### src/rtl/fp_pkg.sv
// Shared FP32 compare/classify definitions: op encodings, field widths, class-mask bit
// positions and the per-operand classification record.
package fp_pkg;

   localparam int FP_FLEN  = 32;
   localparam int FP_XLEN  = 32;
   localparam int FP_EXP_W = 8;
   localparam int FP_MAN_W = 23;

   localparam logic [FP_EXP_W-1:0] FP_EXP_ONES   = 8'hFF;
   localparam logic [FP_FLEN-1:0]  FP_CANON_QNAN = 32'h7FC0_0000;

   // funct3 order of the RV32F compare group, FCLASS borrowed into the spare code
   typedef enum logic [1:0] {
      FP_OP_FLE    = 2'b00,
      FP_OP_FLT    = 2'b01,
      FP_OP_FEQ    = 2'b10,
      FP_OP_FCLASS = 2'b11
   } fp_op_e;

   localparam int FC_W        = 10;
   localparam int FC_NEG_INF  = 0;
   localparam int FC_NEG_NORM = 1;
   localparam int FC_NEG_SUB  = 2;
   localparam int FC_NEG_ZERO = 3;
   localparam int FC_POS_ZERO = 4;
   localparam int FC_POS_SUB  = 5;
   localparam int FC_POS_NORM = 6;
   localparam int FC_POS_INF  = 7;
   localparam int FC_SNAN     = 8;
   localparam int FC_QNAN     = 9;

   typedef struct packed {
      logic            is_nan;
      logic            is_snan;
      logic            is_zero;
      logic [FC_W-1:0] mask;
   } fp_class_t;

endpackage

### src/rtl/fp_cmp_unit_if.sv
// Valid/ready operand and result channels of the FP compare/classify unit.
interface fp_cmp_unit_if;
   import fp_pkg::*;

   logic               in_valid;
   logic               in_ready;
   logic [1:0]         op;
   logic [FP_FLEN-1:0] a;
   logic [FP_FLEN-1:0] b;
   logic               out_valid;
   logic               out_ready;
   logic [FP_XLEN-1:0] result;
   logic               nv_flag;

   modport master (
      output in_valid, op, a, b, out_ready,
      input  in_ready, out_valid, result, nv_flag
   );

   modport slave (
      input  in_valid, op, a, b, out_ready,
      output in_ready, out_valid, result, nv_flag
   );

endinterface

### src/rtl/fp_classify.sv
// Combinational FP32 operand classifier. The one-hot FCLASS mask exists only when
// FP_CMP_FCLASS_EN is defined; NaN/sNaN/zero detection is always present.
module fp_classify
   import fp_pkg::*;
(
   input  logic [FP_FLEN-1:0] x_i,
   output fp_class_t          cls_o
);

   logic [FP_EXP_W-1:0] exp_f;
   logic [FP_MAN_W-1:0] man_f;
   logic                exp_ones;
   logic                exp_zero;
   logic                man_zero;

   assign exp_f    = x_i[FP_FLEN-2 -: FP_EXP_W];
   assign man_f    = x_i[FP_MAN_W-1:0];
   assign exp_ones = (exp_f == FP_EXP_ONES);
   assign exp_zero = (exp_f == '0);
   assign man_zero = (man_f == '0);

`ifdef FP_CMP_FCLASS_EN
   logic sign_f;
   assign sign_f = x_i[FP_FLEN-1];
`else
   logic unused_sign;
   assign unused_sign = x_i[FP_FLEN-1];
`endif

   always_comb begin
      cls_o         = '0;
      cls_o.is_nan  = exp_ones && !man_zero;
      // quiet bit is the mantissa MSB; clear means signalling
      cls_o.is_snan = exp_ones && !man_zero && !man_f[FP_MAN_W-1];
      cls_o.is_zero = exp_zero && man_zero;
`ifdef FP_CMP_FCLASS_EN
      if (exp_ones && !man_zero) begin
         if (man_f[FP_MAN_W-1]) cls_o.mask[FC_QNAN] = 1'b1;
         else                   cls_o.mask[FC_SNAN] = 1'b1;
      end else if (exp_ones) begin
         if (sign_f) cls_o.mask[FC_NEG_INF] = 1'b1;
         else        cls_o.mask[FC_POS_INF] = 1'b1;
      end else if (exp_zero && man_zero) begin
         if (sign_f) cls_o.mask[FC_NEG_ZERO] = 1'b1;
         else        cls_o.mask[FC_POS_ZERO] = 1'b1;
      end else if (exp_zero) begin
         if (sign_f) cls_o.mask[FC_NEG_SUB] = 1'b1;
         else        cls_o.mask[FC_POS_SUB] = 1'b1;
      end else begin
         if (sign_f) cls_o.mask[FC_NEG_NORM] = 1'b1;
         else        cls_o.mask[FC_POS_NORM] = 1'b1;
      end
`endif
   end

endmodule

### src/rtl/fp_cmp_unit.sv
// Two-stage elastic RV32F FEQ/FLT/FLE (+ FCLASS when FP_CMP_FCLASS_EN is defined) unit.
// S1 holds operands and their classes, S2 holds the integer result and NV flag.
module fp_cmp_unit
   import fp_pkg::*;
#(
   parameter int FLEN = 32,
   parameter int XLEN = 32
)(
   input  logic          clk,
   input  logic          rst_n,
   fp_cmp_unit_if.slave  cmp_if
);

   fp_class_t cls_a;
   fp_class_t cls_b;

   fp_classify u_cls_a (.x_i(cmp_if.a), .cls_o(cls_a));
   fp_classify u_cls_b (.x_i(cmp_if.b), .cls_o(cls_b));

   logic            s1_valid_q, s1_valid_d;
   fp_op_e          s1_op_q;
   logic [FLEN-1:0] s1_a_q, s1_b_q;
   fp_class_t       s1_cls_a_q, s1_cls_b_q;

   logic            s2_valid_q;
   logic [XLEN-1:0] s2_result_q, s2_result_d;
   logic            s2_nv_q, s2_nv_d;

   logic s2_adv;
   logic in_ready;
   logic accept;

   // S1 always drains into S2 when S2 moves, so S1 may refill on that same cycle
   assign s2_adv     = !s2_valid_q || cmp_if.out_ready;
   assign in_ready   = !s1_valid_q || s2_adv;
   assign accept     = cmp_if.in_valid && in_ready;
   assign s1_valid_d = in_ready ? accept : s1_valid_q;

   assign cmp_if.in_ready  = in_ready;
   assign cmp_if.out_valid = s2_valid_q;
   assign cmp_if.result    = s2_result_q;
   assign cmp_if.nv_flag   = s2_nv_q;

   logic            sign_a, sign_b;
   logic [FLEN-2:0] mag_a, mag_b;
   logic            any_nan, any_snan, both_zero;
   logic            eq_raw, lt_raw;

   assign sign_a    = s1_a_q[FLEN-1];
   assign sign_b    = s1_b_q[FLEN-1];
   assign mag_a     = s1_a_q[FLEN-2:0];
   assign mag_b     = s1_b_q[FLEN-2:0];
   assign any_nan   = s1_cls_a_q.is_nan  || s1_cls_b_q.is_nan;
   assign any_snan  = s1_cls_a_q.is_snan || s1_cls_b_q.is_snan;
   assign both_zero = s1_cls_a_q.is_zero && s1_cls_b_q.is_zero;
   assign eq_raw    = (s1_a_q == s1_b_q) || both_zero;

   always_comb begin
      lt_raw = 1'b0;
      if (both_zero)             lt_raw = 1'b0;
      else if (sign_a != sign_b) lt_raw = sign_a;
      else if (sign_a)           lt_raw = (mag_a > mag_b);
      else                       lt_raw = (mag_a < mag_b);
   end

   always_comb begin
      s2_result_d = '0;
      s2_nv_d     = 1'b0;
      case (s1_op_q)
         FP_OP_FEQ: begin
            s2_result_d[0] = !any_nan && eq_raw;
            s2_nv_d        = any_snan;
         end
         FP_OP_FLT: begin
            s2_result_d[0] = !any_nan && lt_raw;
            s2_nv_d        = any_nan;
         end
         FP_OP_FLE: begin
            s2_result_d[0] = !any_nan && (lt_raw || eq_raw);
            s2_nv_d        = any_nan;
         end
         default: begin
`ifdef FP_CMP_FCLASS_EN
            s2_result_d[FC_W-1:0] = s1_cls_a_q.mask;
`endif
         end
      endcase
   end

`ifdef FP_CMP_FCLASS_EN
   logic unused_mask;
   assign unused_mask = ^s1_cls_b_q.mask;
`else
   logic unused_mask;
   assign unused_mask = ^{s1_cls_a_q.mask, s1_cls_b_q.mask};
`endif

   always_ff @(posedge clk or negedge rst_n) begin
      if (!rst_n) begin
         s1_valid_q  <= 1'b0;
         s2_valid_q  <= 1'b0;
         s2_result_q <= '0;
         s2_nv_q     <= 1'b0;
      end else begin
         s1_valid_q <= s1_valid_d;
         if (s2_adv) begin
            s2_valid_q <= s1_valid_q;
            if (s1_valid_q) begin
               s2_result_q <= s2_result_d;
               s2_nv_q     <= s2_nv_d;
            end
         end
      end
   end

   // operand payload needs no reset: it is only observed behind s1_valid_q
   always_ff @(posedge clk) begin
      if (accept) begin
         s1_op_q    <= fp_op_e'(cmp_if.op);
         s1_a_q     <= cmp_if.a;
         s1_b_q     <= cmp_if.b;
         s1_cls_a_q <= cls_a;
         s1_cls_b_q <= cls_b;
      end
   end

endmodule

### src/flat_wrapper.sv
// flat-port wrapper written by rule: the top's interface ports become plain ports
module fp_cmp_unit_flat import fp_pkg::*;
#(
   parameter int FLEN = 32,
   parameter int XLEN = 32
)
  (clk, rst_n, cmp_if_in_valid, cmp_if_op, cmp_if_a, cmp_if_b, cmp_if_out_ready, cmp_if_in_ready, cmp_if_out_valid, cmp_if_result, cmp_if_nv_flag);
  fp_cmp_unit_if cmp_if_i ();
  input  logic clk;
  input  logic rst_n;
  input wire logic [$bits(cmp_if_i.in_valid)-1:0] cmp_if_in_valid;
  input wire logic [$bits(cmp_if_i.op)-1:0] cmp_if_op;
  input wire logic [$bits(cmp_if_i.a)-1:0] cmp_if_a;
  input wire logic [$bits(cmp_if_i.b)-1:0] cmp_if_b;
  input wire logic [$bits(cmp_if_i.out_ready)-1:0] cmp_if_out_ready;
  output wire logic [$bits(cmp_if_i.in_ready)-1:0] cmp_if_in_ready;
  output wire logic [$bits(cmp_if_i.out_valid)-1:0] cmp_if_out_valid;
  output wire logic [$bits(cmp_if_i.result)-1:0] cmp_if_result;
  output wire logic [$bits(cmp_if_i.nv_flag)-1:0] cmp_if_nv_flag;
  assign cmp_if_i.in_valid = cmp_if_in_valid;
  assign cmp_if_i.op = cmp_if_op;
  assign cmp_if_i.a = cmp_if_a;
  assign cmp_if_i.b = cmp_if_b;
  assign cmp_if_i.out_ready = cmp_if_out_ready;
  assign cmp_if_in_ready = cmp_if_i.in_ready;
  assign cmp_if_out_valid = cmp_if_i.out_valid;
  assign cmp_if_result = cmp_if_i.result;
  assign cmp_if_nv_flag = cmp_if_i.nv_flag;
  fp_cmp_unit #(.FLEN(FLEN), .XLEN(XLEN)) u_core (.clk(clk), .rst_n(rst_n), .cmp_if(cmp_if_i));
endmodule
### config.mk
export PLATFORM = sky130hd
export DESIGN_NAME = fp_cmp_unit_flat
export DESIGN_NICKNAME = d
export VERILOG_FILES = /design/src/rtl/fp_pkg.sv /design/src/rtl/fp_cmp_unit_if.sv /design/src/rtl/fp_classify.sv /design/src/rtl/fp_cmp_unit.sv /design/src/flat_wrapper.sv
export SDC_FILE = /design/constraint.sdc
export NUM_CORES = 1
export LEC_CHECK = 0
export ABC_AREA = 1
export BUFFER_PORTS_ARGS = -buffer_cell sky130_fd_sc_hd__buf_4
export CAP_MARGIN = 20
export CELL_PAD_IN_SITES_DETAIL_PLACEMENT = 0
export CELL_PAD_IN_SITES_GLOBAL_PLACEMENT = 1
export CORE_MARGIN = 1.5
export CORE_UTILIZATION = 44
export DETAILED_ROUTE_END_ITERATION = 10
export GPL_TIMING_DRIVEN = 0
export PLACE_DENSITY = 0.89
export SLEW_MARGIN = 20
export SYNTH_ARGS = -nofsm -noshare
export SYNTH_HDL_FRONTEND = slang
export SYNTH_SLANG_ARGS = --single-unit
### constraint.sdc
create_clock -name clk -period 4.05 [get_ports clk]
set_input_delay 0.405 -clock clk [delete_from_list [all_inputs] [get_ports clk]]
set_output_delay 0.405 -clock clk [all_outputs]
set_load 0.02 [all_outputs]
==> results.yml <==
run_status:
  status: "completed"
worst_setup_path:
  crit_type: "reg2reg"
  crit_arrival_ps: 1970
  critPathBufInv: 2
  startpoint_type: "register"
  required_ps: 4280
  crit_top_cell: "nand2_1"
  endpoint_kind: "register"
  cpPeakStageDelay_ps: 340
  crit_path_max_fanout: 3
  cp_top_family: "simple AND/OR/NAND/NOR gates"
  cpMaxStageDelayCell: "edfxtp_1"
  critical_path.cell_chain: "inv_1 -> ha_1 -> nand2_2 -> inv_1 -> a21oi_1 -> nand2_1 -> nand2_1 -> nand2_1 -> nand2_1 -> nand2_1 -> nand2_1 -> nand2_1 -> nand2_1 -> nand2_1 -> nand2_1 -> nand2_1"
grt:
  grt_pass1_vias: 2442
  antenna_found_initial: 0
  grt-ovfl-total: 0
  grt_max_degree: 43
  grt_usage_pct: 15.9
  grt_pass1_wl_mm: 10.7
sta:
  postLayoutSetupSlackWorst_ps: 2310
  finalSetupViolCount: 0
  whs_ps: 240
  max_freq_mhz: 575
  tightestPinTransition_ps: 651
  post-route-period-util_pct: 42.9
  fin_crit_ps: 1740
  hold_violations: 0
  rsz0062_at_grt: "false"
  maxSlewViolCount: 0
  setup_tns_ps: 0
  fin_skew_ps: 4.70
  max-slew-margin-rel_pct: 56.2
power:
  powerDensity_nw_per_um2: 376
  seqPwrFrac_pct: 53.0
  finalPower_mw: 1.80
  power_frac_clock_pct: 30.0
  vdd_drop_max_uv: 206
  power.switching_mw: 0.458
  p_sw_share_pct: 25.4
  p_leak_nw: 2.25
  p_int_mw: 1.35
  combPwrFrac_pct: 17.1
detailed_routing:
  drt-total-wl_mm: 6.87
  drc: 0
  viasPerCell: 4.52
  firstDrtPassIters: 4
  wire_per_inst_um: 12.2
  vias: 2541
  drt_iter0_drc: 80
  route.antenna.remaining_nets: 0
place:
  place_ws_ps: 1940
  placedCellCount: 545
  portBuffers: 73
  post-dp-hpwl_mm: 5.40
  place_congestion: 0.776
  placed_area_um2: 4600
floorplanning:
  dieArea_um2: 9170
  fp.dieH_um: 95.8
  initial_utilization_pct: 45.8
  core_area_um2: 8260
  ios: 105
  fp-row-count: 33
  fp.dieW_um: 95.8
finish:
  layout.nets: 553
  stdcell_count: 562
  area_growth_pct: 26.6
  final_cell_mix: "buf_4, edfxtp_1, nand2_1"
  final_common_cell: "buf_4"
  diodes: 0
  final_area_um2: 4790
  fill_cells: 702
  drive_above_1_share_pct: 29.3
  fin_util_pct: 58.0
logic_synthesis:
  synth_area_um2: 3790
  synth-seq-cells: 76
  syn_inst: 336
  syn_area_per_cell_um2: 11.3
  yosysUniqueCellTypes: 25
  synth-seq-area-share_pct: 59.7
  ys_warn_count: 0
min_path:
  hp-class: "in2reg"
clocking:
  cts-root-buf: "clkbuf_8"
  hold_buffers: 1
  path_clk_slew_ps: 70
  ctsResizeCount: 0
  clkLatencyLatePin_ps: 340
  htree_levels: 3
  numCtsBuffers: 9
  cts_tree: "yes"
  clkSinkCount: 76
  postCtsSetupRepairBufs: 0
  cts_buffer_depth: 2
job:
  cap_viol_max_count: 0
-- layout make-up --
class,count,area [um2],area share (%)
Inverter,54,205,4.28
Sequential cell,76,2260,47.2
Clock buffer,10,128,2.66
Buffer,31,233,4.86
Multi-Input combinational cell,205,1200,25.1
Clock inverter,6,55.1,1.15
Tap cell,105,131,2.74
Timing Repair Buffer,75,578,12.1
-- Yosys cell counts, drive strengths merged --
cell / count / share of area, %
a2111oi: 1 / 0.73
a21o: 2 / 0.40
a21oi: 11 / 1.5
a31oi: 1 / 0.17
and2: 1 / 0.17
buf: 31 / 6.1
clkinv: 2 / 0.20
conb: 1 / 0.099
dfrtp: 4 / 2.6
edfxtp: 72 / 57
ha: 31 / 10
inv: 52 / 5.2
nand2: 68 / 7.0
nand3: 7 / 0.93
nand3b: 2 / 0.40
nand4: 7 / 1.2
nor2: 23 / 2.5
nor3: 2 / 0.53
nor4: 14 / 2.3
o21ai: 3 / 0.40
xor2: 1 / 0.23
-- routing by layer --
| metal | GRT usage [%] | share of wire, % | routed length, um |
|---|---|---|---|
| met4 | 7.72 | 2.3 | 160 |
| met3 | 3.40 | 6.5 | 443 |
| met1 | 20.8 | 45 | 3110 |
| met5 | 0 | 0 | 0 |
| met2 | 25.2 | 46 | 3150 |
-- sequential cells by signal, indices dropped and copies added (netlist names) --
register                 flops
u_core.cmp_if.out_valid      1
u_core.s1_a_q               32
u_core.cmp_if.nv_flag        1
u_core.cmp_if.result         1
u_core.s1_cls_a_q            3
u_core.s1_valid_q            1
u_core.s1_cls_b_q            3
u_core.s1_op_q               2
u_core.s1_b_q               32
-- cell families after synthesis --
| family | after synthesis | share of synthesized area, % |
|---|---|---|
| compound gates | 18 | 3.14 |
| xor+xnor | 1 | 0.231 |
| fa+ha+maj | 31 | 10.2 |
| buf+inv | 85 | 11.5 |
| flops | 76 | 59.7 |
| other cells | 1 | 0.0990 |
| simple gates | 124 | 15.0 |
-- worst register-to-register path: cells and delay by family, from the launching register on --
family                     cells  cell delay (ps)
DFF                            1              340
adders and majority gates      1              310
AOI/OAI and AO/OA              1              150
and+or+nand+nor               12              730
buffers and inverters          2               90
-- final timing paths --
path | from | to | slack, ps | depth (start not counted)
max in group asynchronous | rst_n | u_core.cmp_if.result[0] | 3560 | 2
max | u_core.s1_b_q[6] | u_core.cmp_if.result[0] | 2310 | 16
max reg2reg | u_core.s1_b_q[6] | u_core.cmp_if.result[0] | 2310 | 16
min | cmp_if_op[0] | u_core.s1_op_q[0] | 240 | 1
min in group asynchronous | rst_n | u_core.s1_valid_q | 390 | 2
min reg2reg | u_core.cmp_if.result[0] | u_core.cmp_if.result[0] | 490 | 2
-- power by group through the flow --
stage	registers, mW	logic, mW	clock network (mW)
final	0.955	0.308	0.541
after floorplan	0.979	0.183	0
after global placement	0.976	0.295	0
after detailed placement	0.974	0.308	0
after CTS	0.956	0.310	0.549
after global routing	0.962	0.345	0.584
No activity file was read; power rests on OpenSTA's default activity.
